[config.mk]
export PLATFORM = sky130hd
export DESIGN_NAME = phase_sweep_gen
export DESIGN_NICKNAME = d
export VERILOG_FILES = /design/src/rtl/phase_sweep_gen.sv
export SDC_FILE = /design/constraint.sdc
export NUM_CORES = 1
export LEC_CHECK = 0
export ABC_CLOCK_PERIOD_IN_PS = 9700
export CAP_MARGIN = 20
export CORE_MARGIN = 2
export CORE_UTILIZATION = 55
export CTS_CLUSTER_SIZE = 20
export DETAILED_ROUTE_END_ITERATION = 10
export DONT_BUFFER_PORTS = 1
export HOLD_SLACK_MARGIN = 0.12
export PLACE_DENSITY = 0.7
export SLEW_MARGIN = 0
export SYNTH_ARGS = -nofsm -noshare
export SYNTH_HDL_FRONTEND = slang
export SYNTH_SLANG_ARGS = --single-unit
export TNS_END_PERCENT = 5
[constraint.sdc]
create_clock -name clk -period 9.7 [get_ports clk]
set_clock_uncertainty 0.15 [all_clocks]
set_input_delay 1.455 -clock clk [delete_from_list [all_inputs] [get_ports clk]]
set_output_delay 1.455 -clock clk [all_outputs]
set_load 0.01 [all_outputs]
[src/rtl/phase_sweep_gen.sv]
// Chirp phase generator: sweeps a phase accumulator's frequency linearly per
// sample and streams N sin/cos table indices over a valid/ready handshake.
module phase_sweep_gen #(
  parameter int PHASE_WIDTH = 32,
  parameter int ANGLE_WIDTH = 10,
  parameter int COUNT_WIDTH = 16
) (
  input  logic                   clk,
  input  logic                   rst_n,
  input  logic                   start,
  input  logic                   abort,
  input  logic [PHASE_WIDTH-1:0] freq_start,
  input  logic [PHASE_WIDTH-1:0] freq_step,
  input  logic [ANGLE_WIDTH-1:0] phase_offset,
  input  logic [COUNT_WIDTH-1:0] num_samples,
  output logic [ANGLE_WIDTH-1:0] angle_out,
  output logic                   out_valid,
  input  logic                   out_ready,
  output logic                   busy,
  output logic                   done
);

  typedef enum logic [1:0] {
    ST_IDLE = 2'd0,
    ST_RUN  = 2'd1,
    ST_DONE = 2'd2
  } state_t;

  localparam logic [COUNT_WIDTH-1:0] CNT_ONE = {{(COUNT_WIDTH-1){1'b0}}, 1'b1};

  state_t                 state_q;
  logic [PHASE_WIDTH-1:0] acc_q, freq_q, step_q;
  logic [ANGLE_WIDTH-1:0] off_q, angle_q;
  logic [COUNT_WIDTH-1:0] n_q, cnt_q;
  logic                   valid_q, busy_q, done_q;

  logic [PHASE_WIDTH-1:0] acc_d, freq_d;
  logic [COUNT_WIDTH-1:0] cnt_d;
  logic [ANGLE_WIDTH-1:0] angle_d;
  logic                   accept;

  // Next-sample values; the index is registered alongside the accumulator so
  // angle_out never sees a combinational path from the inputs.
  assign acc_d   = acc_q + freq_q;
  assign freq_d  = freq_q + step_q;
  assign cnt_d   = cnt_q + CNT_ONE;
  assign angle_d = acc_d[PHASE_WIDTH-1 -: ANGLE_WIDTH] + off_q;
  assign accept  = valid_q & out_ready;

  always_ff @(posedge clk or negedge rst_n) begin
    if (!rst_n) begin
      state_q <= ST_IDLE;
      acc_q   <= '0;
      freq_q  <= '0;
      step_q  <= '0;
      off_q   <= '0;
      n_q     <= '0;
      cnt_q   <= '0;
      angle_q <= '0;
      valid_q <= 1'b0;
      busy_q  <= 1'b0;
      done_q  <= 1'b0;
    end else if (abort) begin
      state_q <= ST_IDLE;
      valid_q <= 1'b0;
      busy_q  <= 1'b0;
      done_q  <= 1'b0;
    end else begin
      case (state_q)
        ST_IDLE: begin
          done_q <= 1'b0;
          if (start) begin
            acc_q   <= '0;
            freq_q  <= freq_start;
            step_q  <= freq_step;
            off_q   <= phase_offset;
            n_q     <= num_samples;
            cnt_q   <= '0;
            angle_q <= phase_offset;
            if (num_samples != '0) begin
              state_q <= ST_RUN;
              valid_q <= 1'b1;
              busy_q  <= 1'b1;
            end else begin
              // Empty run: skip straight to the completion pulse.
              state_q <= ST_DONE;
              done_q  <= 1'b1;
            end
          end
        end
        ST_RUN: begin
          if (accept) begin
            acc_q   <= acc_d;
            freq_q  <= freq_d;
            cnt_q   <= cnt_d;
            angle_q <= angle_d;
            if (cnt_d == n_q) begin
              state_q <= ST_DONE;
              valid_q <= 1'b0;
              busy_q  <= 1'b0;
              done_q  <= 1'b1;
            end
          end
        end
        ST_DONE: begin
          state_q <= ST_IDLE;
          done_q  <= 1'b0;
        end
        default: begin
          state_q <= ST_IDLE;
          valid_q <= 1'b0;
          busy_q  <= 1'b0;
          done_q  <= 1'b0;
        end
      endcase
    end
  end

  assign angle_out = angle_q;
  assign out_valid = valid_q;
  assign busy      = busy_q;
  assign done      = done_q;

endmodule

==> results.py, run 1 <==
metrics = {
    "die": {
        "dieArea_sq_um": 18900,
        "core_region_area_sq_um": 17400,
        "std_cell_rows": 48,
        "die_y_um": 137,
        "die_w_um": 137,
        "start_util": 0.564,
        "io-pin-count": 108,
    },
    "run_status": {
        "status": "finished, final reports clean",
    },
    "synth": {
        "post_synth_num_cell_types": 63,
        "synth.cell_area_sq_um": 9800,
        "share_of_flip_flops_with_an_asynchronous_set_or_reset": 1.00,
        "synthesis.nets": 1221,
        "post_synth.cell_area_avg_sq_um": 9.32,
        "synth-edff-count": 0,
        "synth_top_flop_cell": "sky130_fd_sc_hd__dfrtp_1",
        "netlist.top_cell.by_area": "sky130_fd_sc_hd__dfrtp_1",
        "synth_warnings": 0,
        "synth_top_cells_by_area": "sky130_fd_sc_hd__dfrtp_1 39%, sky130_fd_sc_hd__ha_1 9.2%, sky130_fd_sc_hd__mux2_2 6.4%, sky130_fd_sc_hd__a21oi_1 5.1%, sky130_fd_sc_hd__xnor2_1 5.0%",
        "yosysTopAreaCellShare": 0.388,
        "synthCells": 1051,
        "synth-seq-area-share": 0.388,
        "synth.ff_latch_count": 152,
    },
    "setup_path": {
        "crit_start": "freq_q[11]$_DFFE_PN0P_",
        "cpMostUsedCell": "sky130_fd_sc_hd__a21oi_1",
        "crit_path_start_kind": "register",
        "worstSetupPathType": "reg -> reg",
        "cells_traversed_along_the_worst_timing_path": "ha_1, a21o_1, a31oi_1, o21a_1, o21a_1, a31oi_1, o41a_1, a31oi_1, xnor2_1, ha_1, a21o_1, a21oi_1, o21bai_1, a21oi_1, o21bai_1, a21oi_1, o21bai_1, a21oi_1, xnor2_1, or3_1, nand3_1",
        "cp-end-kind": "register",
        "cp.required_ns": 9.91,
        "crit_path_top_delay_cell": "sky130_fd_sc_hd__dfrtp_1",
        "startpoint_of_the_worst_slack_reg_to_reg_timing_path": "freq_q[11]$_DFFE_PN0P_",
        "critical_path.max_fanout": 5,
        "worst-endpoint-arrival_ns": 4.86,
        "cpPeakStageDelay_ns": 0.40,
    },
    "clock_network": {
        "cts_resized": 0,
        "ctsLongestPathBuffers": 2,
        "clkLatencyLatePin_ns": 0.43,
        "clockRootBuffer": "sky130_fd_sc_hd__clkbuf_16",
        "path_clk_slew_ns": 0.06,
        "tritoncts": "built",
        "hold_buffers_post_cts": 0,
        "cts_buffers": 17,
        "clock-sinks": 152,
        "postCtsSetupBuffers": 0,
        "ctsHtreeMaxLevel": 4,
    },
    "timing": {
        "clock.fmax_ghz": 0.215,
        "fin_setup_tns_ns": 0,
        "final_period_minus_worst_setup_slack_ns": 4.64,
        "final_hold_viol_count": 0,
        "post-route-worst-setup-slack_ns": 5.06,
        "grt_setup_unrepaired": "false",
        "slew-limit-headroom": 0.388,
        "slew_viol_final": 0,
        "setup_viol": 0,
        "tightest_pin_transition_ns": 0.914,
        "fin_crit_sh": 0.479,
    },
    "job": {
        "cap_violations": 0,
    },
    "cells_and_area": {
        "layout.cells.most_common_list": "152 x sky130_fd_sc_hd__dfrtp_1, 113 x sky130_fd_sc_hd__nand2_1, 100 x sky130_fd_sc_hd__a21oi_1",
        "multi_input_gate_area_sq_um": 5770,
        "layout.cells.most_common": "sky130_fd_sc_hd__dfrtp_1",
        "n_antenna_cell": 0,
        "drive_above_1_share": 0.108,
        "post-route-util": 0.611,
        "area_of_all_sequential_standard_cells_sq_um": 3800,
        "final.fill_count": 1469,
        "area_growth_pct": 8.30,
        "fin_nets": 1207,
    },
    "global_route": {
        "number_of_global_route_vias_before_repair": 7406,
        "grt_antenna_before_repair": 1,
        "largest_net_degree_at_the_start_of_global_routing": 153,
        "global_route_wire_length_before_repair_um": 36500,
        "global_route.usage.total": 0.250,
        "grt-ovfl-total": 0,
    },
    "placement": {
        "gp_congestion": 0.861,
        "preCtsSetupSlack_ns": 5.11,
        "io_buffers": 0,
        "post-dp-hpwl_um": 15600,
    },
    "drt": {
        "via_count": 7578,
        "drt_pass1_iterations": 4,
        "routed_wirelength_um": 22700,
        "ant_nets": 0,
        "avgViaCountPerCell": 5.94,
        "route.detailed.wl_per_inst_um": 17.8,
        "drcViolationCount": 0,
        "dr.first_iter.drc_count": 454,
    },
    "power_and_ir_drop": {
        "share_comb_of_total_power": 0.532,
        "ir_worst_vdd_mv": 0.211,
        "power_switching_uw": 1510,
        "sequentialPowerShare": 0.277,
        "total_power_uw": 3630,
        "internal-power_uw": 2120,
        "power.static_leakage_uw": 0.00475,
        "power_density_nw_per_um2": 342,
        "power.share.clock": 0.190,
        "power.share.switching": 0.416,
    },
    "worst_hold_path": {
        "holdCritPathClass": "reg -> reg",
        "worst_min_path_start": "acc_q[11]$_DFFE_PN0P_",
    },
}
-- through the flow --
stage | std cells | hold slack, ns | area [sq um]
after floorplan | 1051 | 0.300 | 9800
after global placement | 1243 | 0.317 | 10000
after detailed placement | 1243 | 0.332 | 10000
after CTS | 1275 | 0.345 | 10600
after global routing | 1275 | 0.374 | 10600
final | 1275 | 0.339 | 10600
-- power by group through the flow --
| stage | Combinational, uW | Sequential, uW | Clock, uW |
|---|---|---|---|
| floorplan | 1600 | 958 | 0 |
| global placement | 1880 | 1010 | 0 |
| detailed placement | 1910 | 1020 | 0 |
| CTS | 1930 | 1010 | 701 |
| global route | 2180 | 1030 | 727 |
| finish | 1930 | 1010 | 691 |
-- sequential cells by signal, indices dropped and copies added, names as in the netlist --
name / flops
cnt_q: 16
acc_q: 32
done: 1
angle_out: 10
step_q: 32
state_q: 2
n_q: 16
busy: 1
off_q: 10
freq_q: 32
-- worst max-delay path: cells and delay by family, from the launching register on --
| kind | cells | cell delay, ns |
|---|---|---|
| AO/OA/AOI/OAI | 15 | 2.76 |
| adder cells (fa/ha/maj) | 2 | 0.61 |
| flip-flops | 1 | 0.40 |
| AND/OR/NAND/NOR | 2 | 0.37 |
| XOR/XNOR | 2 | 0.26 |
-- layout make-up --
class / instances / share of cell area
clock inverter: 11 / 0.0130
multi-input combinational: 835 / 0.544
clock buffer: 21 / 0.0443
timing repair buffer: 8 / 0.00566
sequential: 152 / 0.359
tap: 225 / 0.0265
inverter: 23 / 0.00814
-- final timing paths --
path	cells past startpoint	endpoint	slack [ns]
worst max-delay path	21	angle_out[9]$_DFFE_PN0P_	5.06
worst min-delay path	2	acc_q[11]$_DFFE_PN0P_	0.34
worst max register to register	21	angle_out[9]$_DFFE_PN0P_	5.06
worst min register to register	2	acc_q[11]$_DFFE_PN0P_	0.34
max in group asynchronous	0	cnt_q[1]$_DFFE_PN0P_	8.50
min in group asynchronous	0	step_q[5]$_DFFE_PN0P_	0.56
-- metal layers --
metal,vias up,routed length (um),GRT usage
li1,3760,-,-
met1,3615,10200,0.323
met2,174,10700,0.415
met3,29,1360,0.0666
met4,0,400,0.0716
met5,-,0,0
-- cell usage after synthesis (4+ instances only) --
cell type,instances
sky130_fd_sc_hd__a211oi_1,5
sky130_fd_sc_hd__a21o_1,30
sky130_fd_sc_hd__a21oi_1,100
sky130_fd_sc_hd__a22o_1,10
sky130_fd_sc_hd__a31oi_1,14
sky130_fd_sc_hd__and2_1,4
sky130_fd_sc_hd__and3_1,18
sky130_fd_sc_hd__and4_1,4
sky130_fd_sc_hd__clkbuf_1,38
sky130_fd_sc_hd__dfrtp_1,152
sky130_fd_sc_hd__ha_1,72
sky130_fd_sc_hd__inv_1,23
sky130_fd_sc_hd__mux2_2,56
sky130_fd_sc_hd__nand2_1,113
sky130_fd_sc_hd__nand2b_1,13
sky130_fd_sc_hd__nand3_1,17
sky130_fd_sc_hd__nand4_1,5
sky130_fd_sc_hd__nor2_1,66
sky130_fd_sc_hd__nor2b_1,11
sky130_fd_sc_hd__nor3_1,9
sky130_fd_sc_hd__nor3b_1,5
sky130_fd_sc_hd__nor4_1,7
sky130_fd_sc_hd__o21a_1,13
sky130_fd_sc_hd__o21ai_0,97
sky130_fd_sc_hd__o21ai_1,7
sky130_fd_sc_hd__o21bai_1,19
sky130_fd_sc_hd__o22ai_1,4
sky130_fd_sc_hd__o31ai_1,6
sky130_fd_sc_hd__or3_1,4
sky130_fd_sc_hd__xnor2_1,56
sky130_fd_sc_hd__xor2_1,27
-- cell families (layout without fill, tap and decap cells) --
kind of cell,Yosys count,after routing,share of synthesized area
muxes,59,59,0.0674
DFF,152,152,0.388
xor gates and xnor gates,83,83,0.0742
buffers and inverters,64,63,0.0249
AOI/OAI and AO/OA,334,334,0.212
and+or+nand+nor,284,284,0.135
adders and majority gates,75,75,0.0981
(Power assumes the default switching activity.)
==> inputs of run 2 (changes only) <==
--- a/config.mk
+++ b/config.mk
@@ -5,7 +5,7 @@
 export SDC_FILE = /design/constraint.sdc
 export NUM_CORES = 1
 export LEC_CHECK = 0
-export ABC_CLOCK_PERIOD_IN_PS = 9700
+export ABC_CLOCK_PERIOD_IN_PS = 4700
 export CAP_MARGIN = 20
 export CORE_MARGIN = 2
 export CORE_UTILIZATION = 55
==> constraint.sdc (replaced) <==
create_clock -name clk -period 4.7 [get_ports clk]
set_clock_uncertainty 0.15 [all_clocks]
set_input_delay 0.705 -clock clk [delete_from_list [all_inputs] [get_ports clk]]
set_output_delay 0.705 -clock clk [all_outputs]
set_load 0.01 [all_outputs]
==> results.py, run 2 (same netlist as run 1, synthesis figures left out) <==
metrics = {
    "setup_path": {
        "worst-endpoint-arrival_ns": 4.63,
        "cp-end-kind": "register",
        "cp.required_ns": 4.92,
        "crit_path_top_delay_cell": "sky130_fd_sc_hd__o41a_1",
        "critical_path.max_fanout": 5,
        "cpPeakStageDelay_ns": 0.44,
        "cells_traversed_along_the_worst_timing_path": "ha_4, a21o_1, a31oi_1, o21a_1, o21a_1, a31oi_2, o41a_1, a31oi_1, xnor2_1, ha_1, a21o_1, a21oi_2, o21bai_1, a21oi_2, o21bai_1, a21oi_2, o21bai_1, a21oi_1, xnor2_1, or3_1, nand3_1",
        "critPathBufInv": 0,
        "worstSetupPathType": "reg -> reg",
        "critPathTopFamily": "compound AO/OA/AOI/OAI gates",
        "crit_path_start_kind": "register",
    },
    "die": {
        "die_y_um": 137,
        "core_region_area_sq_um": 17400,
        "io-pin-count": 108,
        "die_w_um": 137,
        "std_cell_rows": 48,
        "dieArea_sq_um": 18900,
        "start_util": 0.564,
    },
    "drt": {
        "dr.first_iter.drc_count": 415,
        "drt_pass1_iterations": 5,
        "via_count": 7612,
        "ant_nets": 0,
        "avgViaCountPerCell": 5.95,
        "route.detailed.wl_per_inst_um": 17.7,
        "drcViolationCount": 0,
        "routed_wirelength_um": 22600,
    },
    "global_route": {
        "global_route_wire_length_before_repair_um": 36600,
        "grt_antenna_before_repair": 1,
        "global_route.usage.total": 0.250,
        "largest_net_degree_at_the_start_of_global_routing": 153,
        "grt-ovfl-total": 0,
        "number_of_global_route_vias_before_repair": 7412,
    },
    "timing": {
        "final_period_minus_worst_setup_slack_ns": 4.41,
        "tightest_pin_transition_ns": 0.889,
        "slew_viol_final": 0,
        "final_hold_viol_count": 0,
        "grt_setup_unrepaired": "true",
        "fin_crit_sh": 0.939,
        "slew-limit-headroom": 0.405,
        "fin_setup_tns_ns": 0,
        "clock.fmax_ghz": 0.227,
        "setup_viol": 0,
    },
    "clock_network": {
        "tritoncts": "built",
        "ctsLongestPathBuffers": 2,
        "cts_buffers": 17,
        "clkLatencyLatePin_ns": 0.43,
        "clockRootBuffer": "sky130_fd_sc_hd__clkbuf_16",
        "ctsHtreeMaxLevel": 4,
        "clock-sinks": 152,
        "path_clk_slew_ns": 0.06,
    },
    "cells_and_area": {
        "layout.cells.most_common_list": "151 x sky130_fd_sc_hd__dfrtp_1, 111 x sky130_fd_sc_hd__nand2_1, 97 x sky130_fd_sc_hd__o21ai_0",
        "layout.cells.most_common": "sky130_fd_sc_hd__dfrtp_1",
        "fin_nets": 1213,
        "reg.largest.list": "acc_q (32), freq_q (32), step_q (32)",
        "n_antenna_cell": 0,
        "area_growth_pct": 8.97,
        "drive_above_1_share": 0.130,
        "stdcell_area_sq_um": 10700,
    },
    "worst_hold_path": {
        "holdCritPathClass": "in -> async",
    },
    "power_and_ir_drop": {
        "ir_worst_vdd_mv": 0.440,
        "power_density_nw_per_um2": 700,
        "power.static_leakage_uw": 0.00475,
    },
    "run_status": {
        "status": "finished, final reports clean",
    },
    "placement": {
        "placed_instance_area_sq_um": 10000,
        "post-dp-hpwl_um": 15700,
        "io_buffers": 0,
        "gp_congestion": 0.847,
    },
    "job": {
        "cap_violations": 0,
    },
}
==> run 2: cell count changes in the layout (fill, tap and decap cells not counted), moves of 3 or more <==
cell / previous run / this run
sky130_fd_sc_hd__a21oi_1: 100 / 95
sky130_fd_sc_hd__a21oi_2: 1 / 6
sky130_fd_sc_hd__buf_4: 8 / 13
sky130_fd_sc_hd__ha_1: 72 / 67
sky130_fd_sc_hd__clkinv_2: 0 / 4
sky130_fd_sc_hd__ha_2: 0 / 4
sky130_fd_sc_hd__clkbuf_8: 3 / 0
==> run 2: metal layers <==
metal	wire length, um	share of wire	GRT usage	vias to the layer above
met2	10900	0.48	0.413	130
li1	-	-	-	3780
met5	0	0	0	-
met1	10200	0.45	0.326	3682
met4	300	0.013	0.0727	0
met3	1130	0.050	0.0603	20
==> run 2: stage by stage <==
stage	utilization	hold slack [ns]	instances	setup WS (ns)	total power [uW]
2_1_floorplan	-	0.259	1051	0.438	5270
3_3_place_gp	0.576	0.265	1243	0.184	5980
3_5_place_dp	0.576	0.265	1243	0.0928	6040
4_1_cts	0.608	0.181	1275	0.0744	7340
5_1_grt	0.615	0.204	1280	-0.0550	8140
6_report	0.615	0.130	1280	0.286	7470
==> run 2: cell type report <==
class,instances,area (sq um)
Fill cell,1467,6680
Timing Repair Buffer,14,125
Sequential cell,152,3800
Clock inverter,11,78.8
Inverter,23,86.3
Clock buffer,20,437
Tap cell,225,282
Multi-Input combinational cell,835,5860
==> run 2: path summary, 6_finish.rpt <==
path	start	endpoint	slack (ns)	depth (start not counted)
max	acc_q[11]$_DFFE_PN0P_	angle_out[9]$_DFFE_PN0P_	0.29	21
min	rst_n	step_q[6]$_DFFE_PN0P_	0.13	1
max reg2reg	acc_q[11]$_DFFE_PN0P_	angle_out[9]$_DFFE_PN0P_	0.29	21
min reg2reg	acc_q[15]$_DFFE_PN0P_	acc_q[15]$_DFFE_PN0P_	0.34	2
max in group asynchronous	rst_n	step_q[17]$_DFFE_PN0P_	3.67	1
min in group clk	freq_step[1]	step_q[1]$_DFFE_PN0P_	0.25	2
==> run 2: worst register-to-register path, stage by stage, from the launching register on <==
cell and delay [ns]:
sky130_fd_sc_hd__dfrtp_1 0.41, sky130_fd_sc_hd__ha_4 0.27, sky130_fd_sc_hd__a21o_1 0.19, sky130_fd_sc_hd__a31oi_1 0.18, sky130_fd_sc_hd__o21a_1 0.21, sky130_fd_sc_hd__o21a_1 0.18, sky130_fd_sc_hd__a31oi_2 0.13, sky130_fd_sc_hd__o41a_1 0.44
sky130_fd_sc_hd__a31oi_1 0.18, sky130_fd_sc_hd__xnor2_1 0.17, sky130_fd_sc_hd__ha_1 0.26, sky130_fd_sc_hd__a21o_1 0.19, sky130_fd_sc_hd__a21oi_2 0.17, sky130_fd_sc_hd__o21bai_1 0.11, sky130_fd_sc_hd__a21oi_2 0.17, sky130_fd_sc_hd__o21bai_1 0.10
sky130_fd_sc_hd__a21oi_2 0.16, sky130_fd_sc_hd__o21bai_1 0.08, sky130_fd_sc_hd__a21oi_1 0.16, sky130_fd_sc_hd__xnor2_1 0.09, sky130_fd_sc_hd__or3_1 0.30, sky130_fd_sc_hd__nand3_1 0.07
==> run 2: what timing repair did <==
action / CTS / global route
hold endpoints to repair: 152 / 0
gates resized for setup: 0 / 23
hold buffers: 1 / 0
buffers inserted: 0 / 5
endpoints found under the setup margin: 0 / 4
==> run 2: where the power goes <==
part / switching (uW) / leakage (uW) / internal, uW
combinational: 2240 / 0.00260 / 1910
clock: 567 / 0.000250 / 672
sequential: 365 / 0.00190 / 1720
==> inputs of run 3 (changes only) <==
--- a/config.mk
+++ b/config.mk
@@ -5,8 +5,7 @@
 export SDC_FILE = /design/constraint.sdc
 export NUM_CORES = 1
 export LEC_CHECK = 0
-export ABC_CLOCK_PERIOD_IN_PS = 4700
-export CAP_MARGIN = 20
+export ABC_CLOCK_PERIOD_IN_PS = 5200
 export CORE_MARGIN = 2
 export CORE_UTILIZATION = 55
 export CTS_CLUSTER_SIZE = 20
==> constraint.sdc (replaced) <==
create_clock -name clk -period 5.2 [get_ports clk]
set_clock_uncertainty 0.15 [all_clocks]
set_input_delay 0.78 -clock clk [delete_from_list [all_inputs] [get_ports clk]]
set_output_delay 0.78 -clock clk [all_outputs]
set_load 0.005 [all_outputs]
==> results.py, run 3 (same netlist as run 1, synthesis figures left out) <==
metrics = {
    "cells_and_area": {
        "layout.cells.most_common_list": "152 x sky130_fd_sc_hd__dfrtp_1, 113 x sky130_fd_sc_hd__nand2_1, 100 x sky130_fd_sc_hd__a21oi_1",
        "layout.cells.most_common": "sky130_fd_sc_hd__dfrtp_1",
        "final.fill_count": 1523,
        "fin_nets": 1208,
        "multi_input_gate_area_sq_um": 5770,
        "stdcell_area_sq_um": 10600,
        "area_growth_pct": 7.93,
        "drive_above_1_share": 0.107,
        "area_of_all_sequential_standard_cells_sq_um": 3800,
        "reg.largest.list": "acc_q (32), freq_q (32), step_q (32)",
    },
    "timing": {
        "slew-limit-headroom": 0.410,
        "final_period_minus_worst_setup_slack_ns": 4.72,
        "clock.fmax_ghz": 0.212,
        "tightest_pin_transition_ns": 0.881,
        "slew_viol_final": 0,
        "fin_crit_sh": 0.908,
        "final_hold_viol_count": 0,
        "grt_setup_unrepaired": "false",
        "fin_setup_tns_ns": 0,
        "setup_viol": 0,
    },
    "setup_path": {
        "crit_cells": 26,
        "cpPeakStageDelay_ns": 0.39,
        "rr_endpoint": "angle_out[8]$_DFFE_PN0P_",
        "crit_end": "angle_out[8]$_DFFE_PN0P_",
        "r2r_slack_ns": 0.48,
        "crit_path_start_kind": "register",
        "crit_start": "freq_q[0]$_DFFE_PN0P_",
        "worst-endpoint-arrival_ns": 4.85,
        "critPathBufInv": 2,
        "critPathTopFamily": "compound AO/OA/AOI/OAI gates",
        "critical_path.max_fanout": 4,
        "cp.required_ns": 5.33,
        "cpMostUsedCell": "sky130_fd_sc_hd__a21oi_1",
        "cp-end-kind": "register",
        "worstSetupPathType": "reg -> reg",
        "startpoint_of_the_worst_slack_reg_to_reg_timing_path": "freq_q[0]$_DFFE_PN0P_",
        "crit_path_top_delay_cell": "sky130_fd_sc_hd__fa_1",
        "r2r.worst_path.cells": 26,
    },
    "worst_hold_path": {
        "holdCritPathClass": "in -> async",
    },
    "drt": {
        "ant_nets": 0,
        "avgViaCountPerCell": 5.99,
        "routed_wirelength_um": 22800,
        "drcViolationCount": 0,
        "dr.first_iter.drc_count": 427,
        "route.detailed.wl_per_inst_um": 17.9,
        "drt_pass1_iterations": 4,
        "via_count": 7649,
    },
    "global_route": {
        "number_of_global_route_vias_before_repair": 7466,
        "grt-ovfl-total": 0,
        "global_route_wire_length_before_repair_um": 37000,
        "grt_antenna_before_repair": 1,
        "largest_net_degree_at_the_start_of_global_routing": 153,
        "global_route.usage.total": 0.252,
    },
    "clock_network": {
        "clockRootBuffer": "sky130_fd_sc_hd__clkbuf_16",
        "cts_buffers": 17,
        "path_clk_slew_ns": 0.06,
        "cts_resized": 0,
        "clkLatencyLatePin_ns": 0.43,
        "clock-sinks": 152,
        "ctsLongestPathBuffers": 2,
        "ctsHtreeMaxLevel": 4,
        "tritoncts": "built",
    },
    "die": {
        "dieArea_sq_um": 18900,
        "io-pin-count": 108,
        "std_cell_rows": 48,
        "die_w_um": 137,
        "core_region_area_sq_um": 17400,
        "die_y_um": 137,
        "start_util": 0.564,
    },
    "power_and_ir_drop": {
        "ir_worst_vdd_mv": 0.431,
        "share_comb_of_total_power": 0.545,
        "sequentialPowerShare": 0.281,
        "power_density_nw_per_um2": 629,
        "internal-power_uw": 3830,
        "power.static_leakage_uw": 0.00472,
        "power.share.clock": 0.174,
        "power_switching_uw": 2820,
        "power.share.switching": 0.424,
    },
    "run_status": {
        "status": "finished, final reports clean",
    },
    "placement": {
        "placed_instance_area_sq_um": 10000,
        "io_buffers": 0,
        "gp_congestion": 0.861,
        "post-dp-hpwl_um": 15700,
    },
    "job": {
        "cap_violations": 0,
    },
}
run 3: cell count changes in the layout (fill, tap and decap cells not counted), moves of 4 or more:
cell / before / now
sky130_fd_sc_hd__a21oi_1: 95 / 100
sky130_fd_sc_hd__ha_2: 4 / 0
sky130_fd_sc_hd__ha_1: 67 / 72
sky130_fd_sc_hd__clkinv_2: 4 / 0
sky130_fd_sc_hd__buf_4: 13 / 8
sky130_fd_sc_hd__a21oi_2: 6 / 1
run 3: cell type report:
class,count,share of cell area
Clock buffer,21,0.0426
Multi-Input combinational cell,835,0.546
Timing Repair Buffer,9,0.00828
Antenna cell,1,0.000237
Sequential cell,152,0.360
Inverter,23,0.00817
Tap cell,225,0.0266
Clock inverter,11,0.00864
run 3: stage by stage:
stage / util / setup WS, ns / power [uW] / hold slack, ns / instances
2_1_floorplan: - / 0.938 / 4750 / 0.300 / 1051
3_3_place_gp: 0.576 / 0.697 / 5390 / 0.318 / 1243
3_5_place_dp: 0.576 / 0.598 / 5430 / 0.333 / 1243
4_1_cts: 0.609 / 0.556 / 6670 / 0.259 / 1276
5_1_grt: 0.609 / 0.0976 / 7260 / 0.265 / 1277
6_report: 0.609 / 0.480 / 6650 / 0.181 / 1277
run 3: worst min path at each step:
| stage | startpoint | end | slack, ns | depth (start not counted) |
|---|---|---|---|---|
| floorplan | acc_q[2]$_DFFE_PN0P_ | acc_q[2]$_DFFE_PN0P_ | 0.30 | 2 |
| global placement | acc_q[6]$_DFFE_PN0P_ | acc_q[6]$_DFFE_PN0P_ | 0.32 | 2 |
| detailed placement | acc_q[19]$_DFFE_PN0P_ | acc_q[19]$_DFFE_PN0P_ | 0.33 | 2 |
| CTS | rst_n | step_q[5]$_DFFE_PN0P_ | 0.26 | 1 |
| global route | rst_n | step_q[5]$_DFFE_PN0P_ | 0.26 | 1 |
| finish | rst_n | step_q[6]$_DFFE_PN0P_ | 0.18 | 1 |
run 3: per-layer routing:
| layer | up-vias | part of all wire | global-route usage |
|---|---|---|---|
| li1 | 3759 | - | - |
| met1 | 3682 | 0.45 | 0.328 |
| met2 | 177 | 0.47 | 0.413 |
| met3 | 31 | 0.052 | 0.0556 |
| met4 | 0 | 0.022 | 0.0939 |
| met5 | - | 0 | 0 |
run 3: what timing repair did:
action / CTS / global route
hold buffers: 1 / 0
setup buffers: 0 / 0
endpoints found under the hold margin: 152 / 0
run 3: power groups by stage:
| stage | Sequential [uW] | Clock [uW] | Combinational [uW] |
|---|---|---|---|
| 3_3_place_gp | 1880 | 0 | 3510 |
| 4_1_cts | 1870 | 1180 | 3620 |
| 5_1_grt | 1920 | 1240 | 4100 |
| 6_report | 1870 | 1160 | 3630 |
| 2_1_floorplan | 1770 | 0 | 2980 |
| 3_5_place_dp | 1880 | 0 | 3550 |
